[src/rtl/line_transfer_engine_pkg.sv]
// Shared bus command encoding for the line transfer engine and its bus neighbours.
package line_transfer_engine_pkg;

    localparam int BUS_COMMAND_WIDTH = 2;

    typedef enum logic [BUS_COMMAND_WIDTH-1:0] {
        NONE          = 2'd0,
        BUS_READ      = 2'd1,
        BUS_WRITEBACK = 2'd2
    } busCommands;

endpackage

[src/rtl/line_transfer_engine.sv]
// Line transfer engine: optionally writes back a victim cache block word by word,
// then fills the requested block critical-word-first and installs its tag/state.
// Outputs are registered, decoded from the next state so they line up with it.
module line_transfer_engine
    import line_transfer_engine_pkg::*;
#(
    parameter int TAG_WIDTH     = 8,
    parameter int INDEX_WIDTH   = 4,
    parameter int OFFSET_WIDTH  = 2,
    parameter int STATE_WIDTH   = 2,
    parameter int INVALID_STATE = 0
) (
    input  logic                                       clock,
    input  logic                                       reset,
    input  logic                                       start,
    input  logic                                       writeBack,
    input  logic                                       fill,
    input  logic [TAG_WIDTH+INDEX_WIDTH+OFFSET_WIDTH-1:0] address,
    input  logic [TAG_WIDTH-1:0]                       victimTag,
    input  logic [STATE_WIDTH-1:0]                     fillState,
    input  logic                                       abort,
    output logic                                       busy,
    output logic                                       done,
    output logic                                       aborted,
    output logic                                       arbiterRequest,
    input  logic                                       arbiterGrant,
    output logic [BUS_COMMAND_WIDTH-1:0]               busCommandOut,
    output logic [TAG_WIDTH+INDEX_WIDTH+OFFSET_WIDTH-1:0] masterAddress,
    output logic                                       masterReadEnabled,
    output logic                                       masterWriteEnabled,
    input  logic                                       masterFunctionComplete,
    output logic [OFFSET_WIDTH-1:0]                    cacheOffset,
    output logic                                       cacheWriteData,
    output logic                                       cacheWriteTag,
    output logic                                       cacheWriteState,
    output logic [STATE_WIDTH-1:0]                     cacheStateIn
);

    localparam int ADDRESS_WIDTH = TAG_WIDTH + INDEX_WIDTH + OFFSET_WIDTH;
    localparam logic [STATE_WIDTH-1:0]  INVALID_CODE = STATE_WIDTH'(INVALID_STATE);
    localparam logic [OFFSET_WIDTH-1:0] LAST_WORD    = {OFFSET_WIDTH{1'b1}};
    localparam logic [OFFSET_WIDTH-1:0] FIRST_WORD   = {OFFSET_WIDTH{1'b0}};

    localparam logic [3:0] S_IDLE       = 4'd0;
    localparam logic [3:0] S_WB_GRANT   = 4'd1;
    localparam logic [3:0] S_WB_WAIT    = 4'd2;
    localparam logic [3:0] S_WB_NEXT    = 4'd3;
    localparam logic [3:0] S_FILL_GRANT = 4'd4;
    localparam logic [3:0] S_FILL_WAIT  = 4'd5;
    localparam logic [3:0] S_FILL_WRITE = 4'd6;
    localparam logic [3:0] S_UPDATE     = 4'd7;
    localparam logic [3:0] S_FINISH     = 4'd8;

    // True for the three write-back states.
    function automatic logic is_wb_state(input logic [3:0] s);
        return (s == S_WB_GRANT) || (s == S_WB_WAIT) || (s == S_WB_NEXT);
    endfunction

    // True for the three fill states.
    function automatic logic is_fill_state(input logic [3:0] s);
        return (s == S_FILL_GRANT) || (s == S_FILL_WAIT) || (s == S_FILL_WRITE);
    endfunction

    logic [3:0]              state_r;
    logic [OFFSET_WIDTH-1:0] count_r;
    logic                    fill_r;
    logic                    aborted_r;
    logic [TAG_WIDTH-1:0]    tag_r;
    logic [TAG_WIDTH-1:0]    victim_tag_r;
    logic [INDEX_WIDTH-1:0]  index_r;
    logic [OFFSET_WIDTH-1:0] start_offset_r;
    logic [STATE_WIDTH-1:0]  fill_state_r;

    logic [3:0]              state_next_s;
    logic [OFFSET_WIDTH-1:0] count_next_s;
    logic                    aborted_next_s;
    logic                    capture_s;

    logic                    fill_next_s;
    logic [TAG_WIDTH-1:0]    tag_next_s;
    logic [TAG_WIDTH-1:0]    victim_tag_next_s;
    logic [INDEX_WIDTH-1:0]  index_next_s;
    logic [OFFSET_WIDTH-1:0] start_offset_next_s;
    logic [STATE_WIDTH-1:0]  fill_state_next_s;
    logic [OFFSET_WIDTH-1:0] fill_offset_next_s;

    logic                         busy_s;
    logic                         done_s;
    logic                         aborted_s;
    logic [BUS_COMMAND_WIDTH-1:0] bus_command_s;
    logic [ADDRESS_WIDTH-1:0]     master_address_s;
    logic                         master_read_s;
    logic                         master_write_s;
    logic [OFFSET_WIDTH-1:0]      cache_offset_s;
    logic                         cache_write_data_s;
    logic                         cache_write_tag_s;
    logic                         cache_write_state_s;
    logic [STATE_WIDTH-1:0]       cache_state_in_s;

    // Next-state, word counter and abort-flag logic; abort wins over a word completion.
    always_comb begin
        state_next_s   = state_r;
        count_next_s   = count_r;
        aborted_next_s = aborted_r;
        capture_s      = 1'b0;
        case (state_r)
            S_IDLE: begin
                if (start) begin
                    capture_s      = 1'b1;
                    count_next_s   = FIRST_WORD;
                    aborted_next_s = 1'b0;
                    if (writeBack) begin
                        state_next_s = S_WB_GRANT;
                    end else if (fill) begin
                        state_next_s = S_FILL_GRANT;
                    end else begin
                        state_next_s = S_FINISH;
                    end
                end else begin
                    state_next_s = S_IDLE;
                end
            end
            S_WB_GRANT: begin
                if (abort) begin
                    state_next_s   = S_FINISH;
                    aborted_next_s = 1'b1;
                end else if (arbiterGrant) begin
                    state_next_s = S_WB_WAIT;
                end else begin
                    state_next_s = S_WB_GRANT;
                end
            end
            S_WB_WAIT: begin
                if (abort) begin
                    state_next_s   = S_FINISH;
                    aborted_next_s = 1'b1;
                end else if (masterFunctionComplete) begin
                    state_next_s = S_WB_NEXT;
                end else begin
                    state_next_s = S_WB_WAIT;
                end
            end
            S_WB_NEXT: begin
                if (abort) begin
                    state_next_s   = S_FINISH;
                    aborted_next_s = 1'b1;
                end else if (count_r == LAST_WORD) begin
                    if (fill_r) begin
                        count_next_s = FIRST_WORD;
                        state_next_s = S_FILL_GRANT;
                    end else begin
                        state_next_s = S_UPDATE;
                    end
                end else begin
                    count_next_s = count_r + OFFSET_WIDTH'(1);
                    state_next_s = S_WB_GRANT;
                end
            end
            S_FILL_GRANT: begin
                if (arbiterGrant) begin
                    state_next_s = S_FILL_WAIT;
                end else begin
                    state_next_s = S_FILL_GRANT;
                end
            end
            S_FILL_WAIT: begin
                if (masterFunctionComplete) begin
                    state_next_s = S_FILL_WRITE;
                end else begin
                    state_next_s = S_FILL_WAIT;
                end
            end
            S_FILL_WRITE: begin
                if (count_r == LAST_WORD) begin
                    state_next_s = S_UPDATE;
                end else begin
                    count_next_s = count_r + OFFSET_WIDTH'(1);
                    state_next_s = S_FILL_GRANT;
                end
            end
            S_UPDATE: begin
                state_next_s = S_FINISH;
            end
            S_FINISH: begin
                state_next_s = S_IDLE;
            end
            default: begin
                state_next_s = S_IDLE;
                count_next_s = FIRST_WORD;
            end
        endcase
    end

    // Request fields as they will be held after this edge (captured on an accepted start).
    always_comb begin
        if (capture_s) begin
            fill_next_s         = fill;
            tag_next_s          = address[ADDRESS_WIDTH-1 -: TAG_WIDTH];
            index_next_s        = address[OFFSET_WIDTH+INDEX_WIDTH-1 -: INDEX_WIDTH];
            start_offset_next_s = address[OFFSET_WIDTH-1:0];
            victim_tag_next_s   = victimTag;
            fill_state_next_s   = fillState;
        end else begin
            fill_next_s         = fill_r;
            tag_next_s          = tag_r;
            index_next_s        = index_r;
            start_offset_next_s = start_offset_r;
            victim_tag_next_s   = victim_tag_r;
            fill_state_next_s   = fill_state_r;
        end
        // Critical-word-first: wraps at the counter width.
        fill_offset_next_s = start_offset_next_s + count_next_s;
    end

    // Output decode of the next state, to be registered alongside it.
    always_comb begin
        busy_s              = (state_next_s != S_IDLE);
        done_s              = (state_next_s == S_FINISH);
        aborted_s           = (state_next_s == S_FINISH) && aborted_next_s;
        master_write_s      = (state_next_s == S_WB_WAIT);
        master_read_s       = (state_next_s == S_FILL_WAIT);
        cache_write_data_s  = (state_next_s == S_FILL_WRITE);
        cache_write_state_s = (state_next_s == S_UPDATE);
        cache_write_tag_s   = (state_next_s == S_UPDATE) && fill_next_s;
        if (is_wb_state(state_next_s)) begin
            bus_command_s    = BUS_WRITEBACK;
            master_address_s = {victim_tag_next_s, index_next_s, count_next_s};
            cache_offset_s   = count_next_s;
        end else if (is_fill_state(state_next_s)) begin
            bus_command_s    = BUS_READ;
            master_address_s = {tag_next_s, index_next_s, fill_offset_next_s};
            cache_offset_s   = fill_offset_next_s;
        end else begin
            bus_command_s    = NONE;
            master_address_s = {tag_next_s, index_next_s, fill_offset_next_s};
            cache_offset_s   = fill_offset_next_s;
        end
        if ((state_next_s == S_UPDATE) && fill_next_s) begin
            cache_state_in_s = fill_state_next_s;
        end else begin
            cache_state_in_s = INVALID_CODE;
        end
    end

    // State, counter, captured request and registered outputs.
    always_ff @(posedge clock or posedge reset) begin
        if (reset) begin
            state_r            <= S_IDLE;
            count_r            <= FIRST_WORD;
            fill_r             <= 1'b0;
            aborted_r          <= 1'b0;
            tag_r              <= {TAG_WIDTH{1'b0}};
            victim_tag_r       <= {TAG_WIDTH{1'b0}};
            index_r            <= {INDEX_WIDTH{1'b0}};
            start_offset_r     <= FIRST_WORD;
            fill_state_r       <= INVALID_CODE;
            busy               <= 1'b0;
            done               <= 1'b0;
            aborted            <= 1'b0;
            arbiterRequest     <= 1'b0;
            busCommandOut      <= NONE;
            masterAddress      <= {ADDRESS_WIDTH{1'b0}};
            masterReadEnabled  <= 1'b0;
            masterWriteEnabled <= 1'b0;
            cacheOffset        <= FIRST_WORD;
            cacheWriteData     <= 1'b0;
            cacheWriteTag      <= 1'b0;
            cacheWriteState    <= 1'b0;
            cacheStateIn       <= INVALID_CODE;
        end else begin
            state_r            <= state_next_s;
            count_r            <= count_next_s;
            fill_r             <= fill_next_s;
            aborted_r          <= aborted_next_s;
            tag_r              <= tag_next_s;
            victim_tag_r       <= victim_tag_next_s;
            index_r            <= index_next_s;
            start_offset_r     <= start_offset_next_s;
            fill_state_r       <= fill_state_next_s;
            busy               <= busy_s;
            done               <= done_s;
            aborted            <= aborted_s;
            arbiterRequest     <= (bus_command_s != NONE);
            busCommandOut      <= bus_command_s;
            masterAddress      <= master_address_s;
            masterReadEnabled  <= master_read_s;
            masterWriteEnabled <= master_write_s;
            cacheOffset        <= cache_offset_s;
            cacheWriteData     <= cache_write_data_s;
            cacheWriteTag      <= cache_write_tag_s;
            cacheWriteState    <= cache_write_state_s;
            cacheStateIn       <= cache_state_in_s;
        end
    end

endmodule

[config.mk]
export PLATFORM = sky130hd
export DESIGN_NAME = line_transfer_engine
export DESIGN_NICKNAME = d
export VERILOG_FILES = /design/src/rtl/line_transfer_engine_pkg.sv /design/src/rtl/line_transfer_engine.sv
export SDC_FILE = /design/constraint.sdc
export NUM_CORES = 1
export LEC_CHECK = 0
export CORE_ASPECT_RATIO = 1.5
export CORE_MARGIN = 4
export CORE_UTILIZATION = 35
export DETAILED_ROUTE_END_ITERATION = 8
export GPL_TIMING_DRIVEN = 1
export PLACE_DENSITY = 0.67
export SYNTH_ARGS = -nofsm -noshare
export SYNTH_HDL_FRONTEND = slang
export SYNTH_SLANG_ARGS = --single-unit
[constraint.sdc]
create_clock -name clock -period 2.35 [get_ports clock]
set_clock_uncertainty 0.2 [all_clocks]
set_input_delay 0.47 -clock clock [delete_from_list [all_inputs] [get_ports clock]]
set_output_delay 0.47 -clock clock [all_outputs]
set_load 0.05 [all_outputs]
* Word-level counts from Yosys, hierarchy flattened
Cells that the tools add are included.
** Operators by class
- Add/subtract/negate cells :: 2
- Equal/unequal tests :: 17
- Reduce and logical (&&, ||, !) cells :: 11
- Mux-type cells :: 36
** Operators with widths (count)
- 4-bit by 3-bit equality test with 1-bit output (second input constant) :: 8
- 4-bit 2-to-1 mux :: 8
- 4-bit one-hot mux with 8 select lines :: 1
- 2-bit 2-to-1 mux :: 14
- 4-bit by 2-bit equality test with 1-bit output (second input constant) :: 4
- 8-bit 2-to-1 mux :: 2
- 14-bit 2-to-1 mux :: 1
- 4-bit by 1-bit equality test with 1-bit output (second input constant) :: 2
- 4-bit equality test (second input constant) :: 2
- 1-bit 2-to-1 mux :: 8
- 2-bit one-hot mux with 4 select lines :: 1
- 6-bit OR reduction :: 1
- 4-bit logical NOT :: 1
- 1-bit logical OR :: 4
- 4-bit nonzero test :: 1
- 3-bit OR reduction :: 1
- 2-bit by 1-bit adder with 2-bit output (second input constant) :: 1
- 2-bit adder :: 1
- 2-bit equality test (second input constant) :: 1
- 1-bit logical AND :: 2
- 1-bit one-hot mux with 2 select lines :: 1
- 2-bit nonzero test :: 1
** Word-level totals
- Logic and storage cells :: 88
- Register bits after elaboration :: 61

* Longest topological paths before layout
- Depth after elaboration :: 10
- Mapped depth :: 11
- Depth with buffers taken out :: 10

* Worst setup path after synthesis
No wires, ideal clock.
- Kind :: register to register
- Start point :: reg count_r[0]
- End point :: reg cacheOffset[0]
- Arrival :: 2.035 ns
- Buffers on the path :: 0
- Cell stages (with the launch flop) :: 8
- Setup time :: 0.125 ns
- Setup slack :: -0.010 ns
- Path through :: dfrtp_1 ha_1 inv_1 nor4b_4 or3_4 a2111oi_4 nor2_8 mux2_4
** Between the ends
- Word-level cells in the longest chain between the ends :: 8
- Elaborated cells between the ends (all ways) :: 19
- Those cells by class :: 2 x add/sub; 4 x eq/ne; 11 x mux; 2 x reduce/logical
** RTL lines
- start: declaration :: line line_transfer_engine.sv:65 : logic [OFFSET_WIDTH-1:0] count_r;
- start signal: assignment :: line line_transfer_engine.sv:272 : count_r <= count_next_s;
- 2-bit equality test (*) :: line line_transfer_engine.sv:147, line_transfer_engine.sv:174
- 4-bit 2-to-1 mux :: line line_transfer_engine.sv:147 : end else if (count_r == LAST_WORD) begin
- 4-bit 2-to-1 mux :: line line_transfer_engine.sv:144 : if (abort) begin
- 4-bit one-hot mux with 8 select lines (*) :: line line_transfer_engine.sv:106 : case (state_r)
- via state_next_s[1] :: line line_transfer_engine.sv:74 : logic [3:0] state_next_s;
- 4-bit by 1-bit equality test with 1-bit output / 4-bit by 2-bit equality test with 1-bit output (equally long branches) :: line line_transfer_engine.sv:56 : return (s == S_WB_GRANT) || (s == S_WB_WAIT) || (s == S_WB_NEXT);
- 1-bit logical OR :: line line_transfer_engine.sv:56
- 1-bit logical OR (*) :: line line_transfer_engine.sv:56
- 2-bit 2-to-1 mux (*) :: line line_transfer_engine.sv:225 : if (is_wb_state(state_next_s)) begin
- via cache_offset_s[0] :: line line_transfer_engine.sv:94 : logic [OFFSET_WIDTH-1:0] cache_offset_s;
- end signal: assignment :: line line_transfer_engine.sv:288 : cacheOffset <= cache_offset_s;
- end: declaration :: line line_transfer_engine.sv:32 : output logic [OFFSET_WIDTH-1:0] cacheOffset,
The timed path passes the listed nets; every way through them passes the cells marked *.

* Worst setup path after layout
- Start point :: in abort
- End point :: reg masterAddress[8]
** Between the ends
- Word-level cells in the longest chain between the ends :: 6
- Elaborated cells between the ends (all ways) :: 10
- Those cells by class :: 3 x eq/ne; 5 x mux; 2 x reduce/logical
** RTL lines
- start: declaration :: line line_transfer_engine.sv:21 : input logic abort,
- 4-bit 2-to-1 mux, on equally long branches :: line line_transfer_engine.sv:144, line_transfer_engine.sv:124, line_transfer_engine.sv:134
- 4-bit one-hot mux with 8 select lines (*) :: line line_transfer_engine.sv:106
- 4-bit by 1-bit equality test with 1-bit output / 4-bit by 2-bit equality test with 1-bit output (equally long branches) :: line line_transfer_engine.sv:56
- 1-bit logical OR :: line line_transfer_engine.sv:56
- 1-bit logical OR (*) :: line line_transfer_engine.sv:56
- 14-bit 2-to-1 mux (*) :: line line_transfer_engine.sv:225
- via master_address_s[8] :: line line_transfer_engine.sv:91 : logic [ADDRESS_WIDTH-1:0] master_address_s;
- end signal: assignment :: line line_transfer_engine.sv:262 : masterAddress <= {ADDRESS_WIDTH{1'b0}};
- end signal: assignment :: line line_transfer_engine.sv:285 : masterAddress <= master_address_s;
- end: declaration :: line line_transfer_engine.sv:28 : output logic [TAG_WIDTH+INDEX_WIDTH+OFFSET_WIDTH-1:0] masterAddress,
Marks and branches as above.

==> metrics.csv <==
stage,metric,value,unit
clock_tree,clock_latency,0.30,ns
route,vias,1915,
grt,antenna_found_initial,0,
yosys,ys.flop_type,dfrtp_1,
floorplan,core,6850,µm²
layout,fin_area,3540,µm²
clock_tree,clock_path_buffers,2,
setup_path,cp_max_fo,5,
clock_tree,cts-buffers-inserted,5,
route,drt_iter0_markers,117,
placement,globalplace.congestion,0.868,
yosys,synth_top_area_share,56.1,%
run,max_cap_violations,0,
sta,min_period,2.36,ns
run_status,violations,setup timing,
route,wirelength,5.64,mm
sta,rsz0062_at_grt,yes,
setup_path,cp_top_family,simple AND/OR/NAND/NOR gates,
yosys,yosys.area.top_type,dfrtp_1,
clock_tree,cts_sinks,55,
clock_tree,cts_htree_levels,2,
sta,slew_headroom,64.6,%
min_path,holdPathEnd,fill_state_r[1]$_DFF_PP0_,
yosys,synth_warnings,0,
setup_path,worstPathRequired,2.35,ns
layout,multi_input_comb_area,1030,µm²
sta,tns,-0.0326,ns
yosys,ys_seq_area_share,56.1,%
grt,grt_pass1_vias,2045,
sta,worst_slew_pin_slew,0.529,ns
floorplan,pin_count,61,
setup_path,crit_path_max_incr_delay,0.54,ns
clock_tree,cts_tree,done,
layout,register_area,1380,µm²
setup_path,reg2regPathDepth,7,
setup_path,r2r_start,state_r[2]$_DFF_PP0_,
route,via_per_inst,4.73,
setup_path,reg2reg_to,masterAddress[8]$_DFF_PP0_,
sta,setup_viol,4,
yosys,syn_nets,271,
yosys,synthArstFlopShare,100,%
min_path,min-delay-start,fill_state_r[1]$_DFF_PP0_,
layout,layout.nets,362,
yosys,synth_edf_count,0,
layout,diodes,0,
setup_path,crit_path_top_delay_cell,or4b_4,
floorplan,start_util,35.8,%
yosys,synth.distinct_cells,42,
setup_path,cp_num_buf_inv,2,
route,wire_per_inst,13.9,µm
yosys,yosysMostFrequentCell,nand2_1,
layout,drive_gt1_share,23.2,%
yosys,synth_area_leaders,"dfrtp_1, nand2_1, mux2_4, ha_1, a21oi_1",
run_status,run_status,"finished, violations left",
min_path,worstHoldPathCells,2,
yosys,ys_ff_latch,55,
clock_tree,clk_pin_slew,0.10,ns
placement,dp_hpwl,4.09,mm
setup_path,worstSetupStartpointType,input pin,
yosys,yosys-top-cells-count,"nand2_1, dfrtp_1, inv_1, mux2_4, a21oi_1",
floorplan,die_y,111,µm
sta,drv_slew,0,
sta,period_share,100,%
route,detail-route-antenna-nets,0,
power,power.leakage,1.70,nW
setup_path,crit_type,input pin to flop,
placement,portBuffers,60,
grt,grt_pass1_wl,9.76,mm
power,peakVddDrop,0.000472,V
route,drtPass1Iterations,4,
yosys,avgSynthCellArea,10.4,µm²
sta,fmax,0.424,GHz
grt,grt_max_degree,56,
setup_path,endpoint_kind,flop,
setup_path,rrSetupSlack,0,ns
route,drc,0,
layout,area_growth,44.3,%
floorplan,num_rows,37,
sta,hold_viol,0,
min_path,hold_class,flop to flop,
grt,grt_usage,13.9,%
setup_path,arrival,2.36,ns
yosys,syn_inst,235,
layout,fill_cells,606,
yosys,syn_area,2450,µm²
floorplan,die_w,76.3,µm
grt,overflow,0,
power,power_density,1400,nW/µm²
sta,setup_ws,-0.0108,ns
floorplan,die_area,8440,µm²
setup_path,crit_chain,dlygate4sd2_1 > or4b_4 > nand3b_1 > o311ai_4 > a2111oi_4 > buf_6 > nor2_4 > mux2_4,
clock_tree,cts_root_buf,clkbuf_8,
placement,placed_area,3310,µm²
area by class of cell:
| cell class | instances | area share [%] |
|---|---|---|
| clock inverters | 3 | 1.34 |
| multi-input cells | 160 | 29.1 |
| clock buffers | 5 | 1.94 |
| inverters | 9 | 1.03 |
| repair buffers | 95 | 24.9 |
| flip-flops and latches | 55 | 39.0 |
| well taps | 78 | 2.76 |
state kept, by name, summed over array words and instances, names as in the netlist, 2 cells and up:
| signal | count |
|---|---|
| masterAddress | 10 |
| tag_r | 8 |
| victim_tag_r | 8 |
| state_r | 4 |
| index_r | 3 |
| busCommandOut | 2 |
| cacheStateIn | 2 |
| count_r | 2 |
| fill_state_r | 2 |
| start_offset_r | 2 |
logic make-up after synthesis:
logic type / count (synthesis) / synth area share (%)
buf+inv: 21 / 4.23
mux: 10 / 5.97
fa+ha+maj: 4 / 2.04
xor+xnor: 2 / 0.714
simple gates: 119 / 24.0
compound gates: 24 / 6.89
flops: 55 / 56.1
worst max path at each step:
stage	startpoint	endpoint	depth (start not counted)
final	abort	masterAddress[8]$_DFF_PP0_	8
after CTS	count_r[0]$_DFF_PP0_	masterAddress[10]$_DFF_PP0_	8
after floorplan	count_r[0]$_DFF_PP0_	cacheOffset[0]$_DFF_PP0_	7
after detailed placement	abort	masterAddress[10]$_DFF_PP0_	7
after global routing	state_r[2]$_DFF_PP0_	masterAddress[8]$_DFF_PP0_	7
after global placement	abort	masterAddress[9]$_DFF_PP0_	7
where the power goes:
part	internal (mW)	switching [mW]	leakage, nW
clock	0.323	0.311	0.0587
sequential	1.34	0.162	0.696
combinational	1.20	1.61	0.943
worst register-to-register path: stages (launching register included):
cell and delay (ns):
dfrtp_1 0.44, or4b_4 0.53, nand3b_1 0.23, o311ai_4 0.11, a2111oi_4 0.06, buf_6 0.15, nor2_4 0.20, mux2_4 0.32
through the flow:
stage          hold WS, ns  util, %  setup slack, ns  total power, mW  cells
2_1_floorplan        0.234        -          0.00110             3.32    235
3_3_place_gp         0.251     48.2           -0.469             4.12    389
3_5_place_dp         0.251     48.2           -0.507             4.16    389
4_1_cts              0.274     50.9          0.00224             4.92    401
5_1_grt              0.301     51.7          -0.0776             5.24    405
6_report             0.274     51.7          -0.0108             4.94    405
cells in the final DEF (no fill, tap or decap), drive strengths merged:
master	count
o2111ai	1
nand3b	2
clkdlybuf4s50	58
nor3b	1
nand2	79
inv	10
or3	2
xnor2	1
nor4b	1
or2b	2
nor3	4
buf	35
clkinv	1
a211o	2
or4b	2
and4	1
a21oi	8
nor2	8
o21ai	8
nand4	1
dfrtp	55
nor2b	4
xor2	1
and2	2
a31oi	3
or2	2
nand2b	5
dlymetal6s2s	1
and3	1
nand4b	1
mux2	10
o311ai	1
nand3	2
clkbuf	5
a2111oi	1
ha	4
dlygate4sd2	1
bufinv	1
timing repair:
item,4_1_cts,5_1_grt
pin swaps,4,8
buffers inserted,3,4
endpoints found under the setup margin,10,10
gates resized for setup,8,9
gates cloned,1,0
hold buffers,0,0
per-layer routing:
| layer | vias up | share of wire [%] | global-route usage (%) |
|---|---|---|---|
| met5 | - | 0 | 0 |
| met4 | 0 | 1.8 | 5.44 |
| met3 | 9 | 3.6 | 2.69 |
| met2 | 43 | 53 | 25.0 |
| met1 | 917 | 41 | 16.1 |
| li1 | 946 | - | - |
Note: power is estimated with default switching activity, not from simulation.
